**src/rtl/mux_lane_pipe.sv**
```systemverilog
// Two-stage lane multiplexer: S1 captures inputs, S2 holds the selected
// lane data and the count of zeroed lanes, with valid/ready flow control.
module mux_lane_pipe #(
   parameter int DATA_WIDTH = 8,
   parameter int NUM_IN     = 16,
   parameter int NUM_LANE   = 4,
   parameter int SEL_WIDTH  = $clog2(NUM_IN + 1)
) (
   input  logic                           clk,
   input  logic                           reset,
   input  logic                           in_valid,
   output logic                           in_ready,
   input  logic [NUM_IN*DATA_WIDTH-1:0]   in_vec,
   input  logic [NUM_LANE*SEL_WIDTH-1:0]  in_sel,
   output logic                           out_valid,
   input  logic                           out_ready,
   output logic [NUM_LANE*DATA_WIDTH-1:0] out_data,
   output logic [$clog2(NUM_LANE+1)-1:0]  out_zero_cnt,
   output logic                           sel_err
);

   localparam int CNT_WIDTH = $clog2(NUM_LANE + 1);

   logic                           s1_valid;
   logic [NUM_IN*DATA_WIDTH-1:0]   s1_vec;
   logic [NUM_LANE*SEL_WIDTH-1:0]  s1_sel;
   logic                           s2_load;
   logic                           accept;
   logic                           bad_sel;
   logic [NUM_LANE*DATA_WIDTH-1:0] nxt_data;
   logic [CNT_WIDTH-1:0]           nxt_cnt;

   // S1 drains into S2 whenever S2 is empty or being emptied
   assign s2_load  = s1_valid && (!out_valid || out_ready);
   assign in_ready = !reset && (!s1_valid || s2_load);
   assign accept   = in_valid && in_ready;

   // flag any incoming lane select beyond the legal zero code
   always_comb begin
      bad_sel = 1'b0;
      for (int l = 0; l < NUM_LANE; l++) begin
         if (in_sel[l*SEL_WIDTH +: SEL_WIDTH] > SEL_WIDTH'(NUM_IN))
            bad_sel = 1'b1;
      end
   end

   // per-lane decode of the S1 select; unmatched selects leave the lane zero
   always_comb begin
      nxt_data = '0;
      nxt_cnt  = '0;
      for (int l = 0; l < NUM_LANE; l++) begin
         for (int i = 0; i < NUM_IN; i++) begin
            if (s1_sel[l*SEL_WIDTH +: SEL_WIDTH] == SEL_WIDTH'(i))
               nxt_data[l*DATA_WIDTH +: DATA_WIDTH] =
                  s1_vec[i*DATA_WIDTH +: DATA_WIDTH];
         end
         if (s1_sel[l*SEL_WIDTH +: SEL_WIDTH] >= SEL_WIDTH'(NUM_IN))
            nxt_cnt = nxt_cnt + CNT_WIDTH'(1);
      end
   end

   // S1: capture accepted beats, empty when the held beat moves on
   always_ff @(posedge clk) begin
      if (reset) begin
         s1_valid <= 1'b0;
      end else if (accept) begin
         s1_valid <= 1'b1;
      end else if (s2_load) begin
         s1_valid <= 1'b0;
      end
   end

   // S1 payload only changes on acceptance
   always_ff @(posedge clk) begin
      if (accept) begin
         s1_vec <= in_vec;
         s1_sel <= in_sel;
      end
   end

   // S2: output register, held stable while stalled
   always_ff @(posedge clk) begin
      if (reset) begin
         out_valid    <= 1'b0;
         out_data     <= '0;
         out_zero_cnt <= '0;
      end else if (s2_load) begin
         out_valid    <= 1'b1;
         out_data     <= nxt_data;
         out_zero_cnt <= nxt_cnt;
      end else if (out_ready) begin
         out_valid    <= 1'b0;
      end
   end

   // sticky illegal-select flag, cleared only by reset
   always_ff @(posedge clk) begin
      if (reset) begin
         sel_err <= 1'b0;
      end else if (accept && bad_sel) begin
         sel_err <= 1'b1;
      end
   end

endmodule

```
**config.mk**
```make
export PLATFORM = sky130hd
export DESIGN_NAME = mux_lane_pipe
export DESIGN_NICKNAME = d
export VERILOG_FILES = /design/src/rtl/mux_lane_pipe.sv
export SDC_FILE = /design/constraint.sdc
export NUM_CORES = 1
export LEC_CHECK = 0
export BUFFER_PORTS_ARGS = -buffer_cell sky130_fd_sc_hd__buf_2
export CAP_MARGIN = 20
export CORE_ASPECT_RATIO = 1.25
export CORE_MARGIN = 10
export CORE_UTILIZATION = 34
export DETAILED_ROUTE_END_ITERATION = 6
export GPL_TIMING_DRIVEN = 1
export PLACE_DENSITY_LB_ADDON = 0.05
export RECOVER_POWER = 50
export SETUP_SLACK_MARGIN = 0.4
export SLEW_MARGIN = 10
export SYNTH_ARGS = -nofsm -noshare
export SYNTH_HDL_FRONTEND = slang
export SYNTH_SLANG_ARGS = --single-unit
```
**constraint.sdc**
```tcl
create_clock -name clk -period 18.8 [get_ports clk]
set_clock_uncertainty 0.15 [all_clocks]
set_input_delay 5.64 -clock clk [delete_from_list [all_inputs] [get_ports clk]]
set_output_delay 5.64 -clock clk [all_outputs]
set_load 0.03 [all_outputs]
```
=== Word level (Yosys, flattened, before mapping) ===
Cells that the tools add are included.
Widths: inputs -> output; s select.

* Flip-flop bits (word level): 186
* Bits in latches: 0
* RAM bits: 0
* Memory bits (read-only): 0
* Input port bits: 152
* Word-level logic and storage cells: 169
* Memories: 0

* $add $sub $neg: 3
* Multiply operators: 0
* Divide/modulo/power cells: 0
* Magnitude comparators: 8
* Equal/unequal tests: 60
* Shifts and indexed selects: 0
* Mux-type cells: 76
* Bitwise operators: 0
* Reduce and logical (&&, ||, !) cells: 15

{| class="wikitable"
|+ Operators with widths
! cell !! count
|-
| $mux 8 || 64
|-
| $eq 5x4->1 const B || 32
|-
| $eq 5x3->1 const B || 16
|-
| $eq 5x2->1 const B || 8
|-
| $eq 5x1->1 const B || 4
|-
| $ge 5x5->1 const B || 4
|-
| $gt 5x5->1 const B || 4
|-
| $logic_not 5->1 || 4
|-
| $add 3x1->3 const B || 3
|-
| $mux 1 || 9
|-
| $mux 3 || 3
|-
| $logic_and 1x1->1 || 4
|-
| $reduce_bool 2->1 || 2
|-
| $logic_not 1->1 || 3
|-
| $logic_or 1x1->1 || 2
|}

=== Depth between registers and ports, before layout ===
Gate-level depths: netlist (run 1).

* Depth after elaboration: 17
* Depth in mapped cells: 10
* Mapped depth without buffers: 7

=== Worst setup path before layout (run 1) ===
OpenSTA, ideal clock, no wires.

* Path type: in2out
* Start point: input port reset
* End point: output port in_ready
* Arrival: 6.337 ns
* Data required time: 13.010 ns
* Setup slack: 6.673 ns
* Stages on the path: 2
* Buffers on the path: 1
* Cells stage by stage: clkbuf_1 > a21oi_1

* Longest elaborated chain between the ends: 2

{| class="wikitable"
|+ Ends and longest elaborated chain
! item !! RTL line !! text
|-
| start, declared || 10 || <nowiki>input logic reset,</nowiki>
|-
| $logic_not 1->1 || 35 || <nowiki>assign in_ready = !reset && (!s1_valid || s2_load);</nowiki>
|-
| $logic_and 1x1->1 || 35 ||
|-
| end, declared || 12 || <nowiki>output logic in_ready,</nowiki>
|}

No other way between the ends.

=== Worst setup path in the final report (run 1) ===
Ends and elaborated chain as after synthesis.

==> impl_metrics.yaml, run 1 <==
detailed_routing:
  wl_per_cell_um: 34.5
  ant_nets: 0
  vias_per_cell: 6.42
  vias: 11800
  postRouteWirelength_um: 63300
  drtIter0Drc: 1363
  first_pass_iters: 5
  drc: 0
synthesis:
  synth_xor_area_share_pct: 0.224
  synth-simple-area-share_pct: 18.2
  synth_top_family_by_area: "compound AO/OA/AOI/OAI gates"
  syn-mean-instance-area_um2: 9.36
  synth_area_um2: 11700
  muxShareOfSynthArea_pct: 6.93
  synth-seq-area-share_pct: 44.4
  syn_inst: 1253
  synth_nets: 1408
  synth_ff_type: "edfxtp_1"
  ys_types: 82
  yosys.area_share.adder_pct: 0.320
  synth_edf_count: 148
  async_reset_ff_share_pct: 0
  synth_compound_area_share_pct: 25.0
  synth_warnings: 0
  synth_seq_cells: 186
clock_network:
  cts_buffer_depth: 2
  root_buffer: "clkbuf_16"
  clkTransAtPathRegs_ps: 70
  htree_levels: 4
  ctsResizeCount: 0
  cts_tree: "done"
  cts_buffers: 17
  post-cts-setup-buffers: 0
  clock-sinks: 186
  clock_latency_ps: 480
  cts_hold_buf: 0
cells_and_area:
  final_cell_mix: "156 x buf_2, 148 x edfxtp_1, 109 x o21ai_0, 100 x nor2_1, 93 x nand2_1"
  drive_gt1_share_pct: 18.3
  diodes: 0
  final_util_pct: 39.3
  syn_to_final_growth_pct: 14.8
  nNetsFinal: 1547
  mostFrequentLayoutCell: "buf_2"
critical_path:
  required_ps: 13010
  end_kind: "primary output"
  worstPathArrival_ps: 7560
  r2r_cells: 7
  reg2reg_slack_ps: 15240
  cp-start-kind: "input port"
  critPathKind: "input port to primary output"
  reg2reg_from: "s1_sel[10]"
  crit_path_max_fanout: 40
  timing.rr.end: "out_data[17]"
sta:
  finalHoldViolations: 0
  rsz0062_at_grt: "no"
  max_freq_mhz: 74.9
  fin_ws_ps: 5450
  maxSlewHeadroom_pct: -35.2
  timing.final.crit_period_ps: 13350
  finalCritPeriodShare_pct: 71.0
  finalSetupTns_ps: 0
  finalSetupViolations: 0
  tightest_slew_ps: 2030
  drv_slew: 41
global_routing:
  gr-total-overflow: 0
  grt_pass1_vias: 11400
  antenna_found_initial: 1
  grt_pass1_wl_um: 87500
  grt_use_total_pct: 29.6
  grt_max_degree: 77
hold_path:
  hp-start: "out_zero_cnt[0]"
  worstHoldPathCells: 2
  hold_path.class: "flop to flop"
  min_to: "out_zero_cnt[0]"
place:
  dp_hpwl_um: 48100
  port_buffers: 189
  gp_congestion: 1.04
  dpl_worst_slack_ps: 6560
run_status:
  violations: "capacitance limit, slew limit"
  status: "finished with violations"
pwr:
  ir_drop_uv: 59.5
  power.leakage_nw: 4.77
  p_per_area_nw_per_um2: 72.6
job:
  drv_cap: 1
floorplanning:
  fp.dieW_um: 186
  die_y_um: 228
  core_um2: 34200
  die-area_um2: 42400
  pin_count: 190
  initial_core_util_pct: 34.3
  fp-row-count: 76
==> report_power, final <==
| part | leakage [nW] | total (W) | internal [W] | switching, W |
|---|---|---|---|---|
| logic | 2.83 | 0.000159 | 0.0000519 | 0.000107 |
| registers | 1.70 | 0.000494 | 0.000466 | 0.0000277 |
| clock network | 0.243 | 0.000324 | 0.000165 | 0.000159 |
==> synthesized netlist by cell type, drive strengths merged (6+ instances only) <==
library cell    n  area share [%]
o211ai          6            0.38
o22ai          37             2.0
o31ai           7            0.49
edfxtp        148              38
clkbuf         37             1.2
inv            34             1.1
dfxtp          38             6.5
nand2          93             3.0
o21ai         110             4.7
mux4            7             1.4
nor2b          36             1.9
nand3b          7            0.45
a22oi          21             1.3
nor3           41             1.8
a31oi          12            0.64
a21oi          90             3.8
nor2          102             3.4
mux2i          47             4.0
nand3          27             1.2
nor3b          13            0.83
a2111oi         9            0.74
nor4           18            0.96
a32oi          14             1.0
o21a           10            0.64
and3           10            0.53
or2             7            0.37
a211oi         19             1.2
nand4           8            0.43
a221o          11            0.94
o221ai         17             1.3
a221oi         10            0.75
nand2b         35             1.9
o2111ai         7            0.52
mux2           16             1.5
buf            62             2.6
==> worst max-delay path: stages <==
cell and delay, ps:
buf_2 70, clkbuf_1 1440, a21oi_1 100, buf_2 280
==> state kept, by name, summed over array words and instances, names as in the netlist <==
register,cells
out_data,32
s1_sel,20
out_valid,1
s1_vec,128
out_zero_cnt,3
sel_err,1
s1_valid,1
==> routing by layer <==
layer | wire length [um] | track usage [%]
met1 | 24600 | 35.2
met2 | 30400 | 49.2
met3 | 4820 | 5.98
met4 | 3420 | 15.9
met5 | 14 | 0
==> worst max-delay path by stage <==
stage / startpoint / end / slack (ps) / cells after the start
2_1_floorplan: reset / in_ready / 6670 / 2
3_3_place_gp: reset / in_ready / 6560 / 4
3_5_place_dp: reset / in_ready / 6560 / 4
4_1_cts: reset / in_ready / 6560 / 4
5_1_grt: reset / in_ready / 5350 / 4
6_report: reset / in_ready / 5450 / 4
==> logic make-up after synthesis <==
group                    count (synthesis)
XOR/XNOR                                 3
buffers and inverters                  133
adder cells (fa/ha/maj)                  3
multiplexers                            70
AND/OR/NAND/NOR                        419
flip-flops                             186
AO/OA/AOI/OAI                          439
==> cell type report <==
| type | instances | area (um2) |
|---|---|---|
| Multi-Input combinational cell | 934 | 5950 |
| Inverter | 34 | 128 |
| Fill cell | 3511 | 20800 |
| Timing Repair Buffer | 219 | 1130 |
| Sequential cell | 186 | 5200 |
| Clock buffer | 17 | 425 |
| Clock inverter | 13 | 83.8 |
| Tap cell | 429 | 537 |
==> metrics by stage <==
step | hold WS, ps | total power (W) | instance area (um2) | cells
final | 302 | 0.000977 | 13500 | 1832
after global routing | 335 | 0.00101 | 13500 | 1832
after CTS | 303 | 0.000982 | 13500 | 1832
after detailed placement | 292 | 0.000658 | 13000 | 1802
after global placement | 295 | 0.000658 | 13000 | 1802
after floorplan | 346 | 0.000579 | 11700 | 1253
Power figures use the tool's default switching activity.
==> run 2: changes to the inputs <==
- clock period: 18.8 -> 13.55 ns (I/O delays scaled with it)
==> run 2 against run 1 <==
Net effect: the flow still finishes with violations (capacitance limit, slew limit); total power increased by 43%; largest cell class unchanged; sequential share of layout area decreased by 0.097 points; register-to-register slack got worse by 5200 ps; critical endpoint unchanged; flip-flop and latch count unchanged; sequential power increased by 39%; first-iteration DRC count increased by 3.5%; combinational power increased by 38%; largest power group unchanged.
==> impl_metrics.yaml, run 2 (synthesis results as in run 1) <==
clock_network:
  htree_levels: 4
  cts_tree: "done"
  clkTransAtPathRegs_ps: 70
  post-cts-setup-buffers: 0
  ctsResizeCount: 0
  clock-sinks: 186
  root_buffer: "clkbuf_16"
  clock_latency_ps: 460
  cts_hold_buf: 0
  cts_buffers: 17
  cts_buffer_depth: 2
pwr:
  seqPwrFrac_pct: 49.2
  power_frac_clock_pct: 35.0
  switchingPower_w: 0.000418
  comb_power_share_pct: 15.8
  ir_drop_uv: 79.9
  p_per_area_nw_per_um2: 103
  power.leakage_nw: 4.77
  p_int_w: 0.000975
  p_sw_share_pct: 30.0
detailed_routing:
  first_pass_iters: 6
  vias: 11900
  drtIter0Drc: 1411
  vias_per_cell: 6.46
  ant_nets: 0
  wl_per_cell_um: 34.2
  postRouteWirelength_um: 62700
  drc: 0
hold_path:
  hold_path.class: "flop to flop"
cells_and_area:
  largest_reg_flops: 128
  final_cell_mix: "150 x buf_2, 148 x edfxtp_1, 109 x o21ai_0, 100 x nor2_1, 93 x nand2_1"
  postLayoutCellArea_um2: 13500
  syn_to_final_growth_pct: 15.1
  top_register: "s1_vec"
  drive_gt1_share_pct: 17.9
  stdcell_count: 1835
  nFillCells: 3545
  mostFrequentLayoutCell: "buf_2"
  top_regs: "s1_vec: 128 flops, out_data: 32 flops, s1_sel: 20 flops"
  nNetsFinal: 1547
place:
  dp_hpwl_um: 47200
  placed_area_um2: 13000
  place_inst: 1802
  dpl_worst_slack_ps: 4460
  gp_congestion: 1.02
  port_buffers: 189
global_routing:
  gr-total-overflow: 0
  antenna_found_initial: 0
  grt_max_degree: 77
  grt_pass1_vias: 11500
  gr-usage-met1_pct: 35.3
  globalRouteMet3Util_pct: 5.63
  grt_use_total_pct: 29.1
  grt_pass1_wl_um: 87200
  met2_usage_pct: 47.6
  grt_busiest_layer: "met2"
job:
  drv_cap: 1
critical_path:
  worstPathArrival_ps: 5980
  required_ps: 9340
  cp-start-kind: "input port"
  critPathKind: "input port to primary output"
  end_kind: "primary output"
  crit_path_max_fanout: 40
sta:
  finalSetupViolations: 0
  finalSetupTns_ps: 0
  max_freq_mhz: 98.1
  tightest_slew_ps: 2020
  timing.final.crit_period_ps: 10190
  drv_slew: 41
  finalCritPeriodShare_pct: 75.2
  finalHoldViolations: 0
  maxSlewHeadroom_pct: -34.5
  rsz0062_at_grt: "no"
  fin_ws_ps: 3360
floorplanning:
  die_y_um: 228
  die-area_um2: 42400
  core_um2: 34200
  initial_core_util_pct: 34.3
  pin_count: 190
  fp.dieW_um: 186
  fp-row-count: 76
run_status:
  violations: "capacitance limit, slew limit"
  status: "finished with violations"
-- run 2: worst max-delay path, cell delays in order --
cell      delay (ps)
buf_2             70
clkbuf_1        1440
a21oi_1          100
buf_2            280
-- run 2: through the flow --
stage | util, % | power, W | hold WS, ps
6_report | 39.4 | 0.00139 | 306
5_1_grt | 39.4 | 0.00144 | 339
4_1_cts | 39.6 | 0.00140 | 309
3_5_place_dp | 38.0 | 0.000912 | 300
3_3_place_gp | 38.0 | 0.000912 | 291
2_1_floorplan | - | 0.000803 | 346
-- run 2: worst paths after layout --
check / start / cells after the start / slack (ps) / end
max: reset / 4 / 3360 / in_ready
min: out_zero_cnt[0] / 2 / 310 / out_zero_cnt[0]
max reg2reg: s1_sel[3] / 6 / 10080 / out_data[0]
min reg2reg: out_zero_cnt[0] / 2 / 310 / out_zero_cnt[0]
-- run 2: power by group through the flow --
stage          combinational (W)  sequential (W)  clock (W)
5_1_grt                 0.000232        0.000685   0.000520
3_3_place_gp            0.000216        0.000697          0
6_report                0.000220        0.000685   0.000488
3_5_place_dp            0.000216        0.000696          0
2_1_floorplan           0.000115        0.000688          0
4_1_cts                 0.000217        0.000683   0.000497
-- run 2: area by class of cell --
class / count / area, um2 / area share [%]
Clock buffer: 21 / 440 / 3.26
Multi-Input combinational cell: 934 / 5960 / 44.1
Antenna cell: 1 / 2.50 / 0.0185
Inverter: 34 / 128 / 0.946
Clock inverter: 11 / 106 / 0.788
Tap cell: 429 / 537 / 3.98
Timing Repair Buffer: 219 / 1120 / 8.29
Sequential cell: 186 / 5200 / 38.6
-- run 2: metal layers --
layer / up-vias / routed length, um
met2: 713 / 29700
met1: 5837 / 24500
met5: - / 0
li1: 5145 / -
met3: 155 / 4610
met4: 0 / 3880
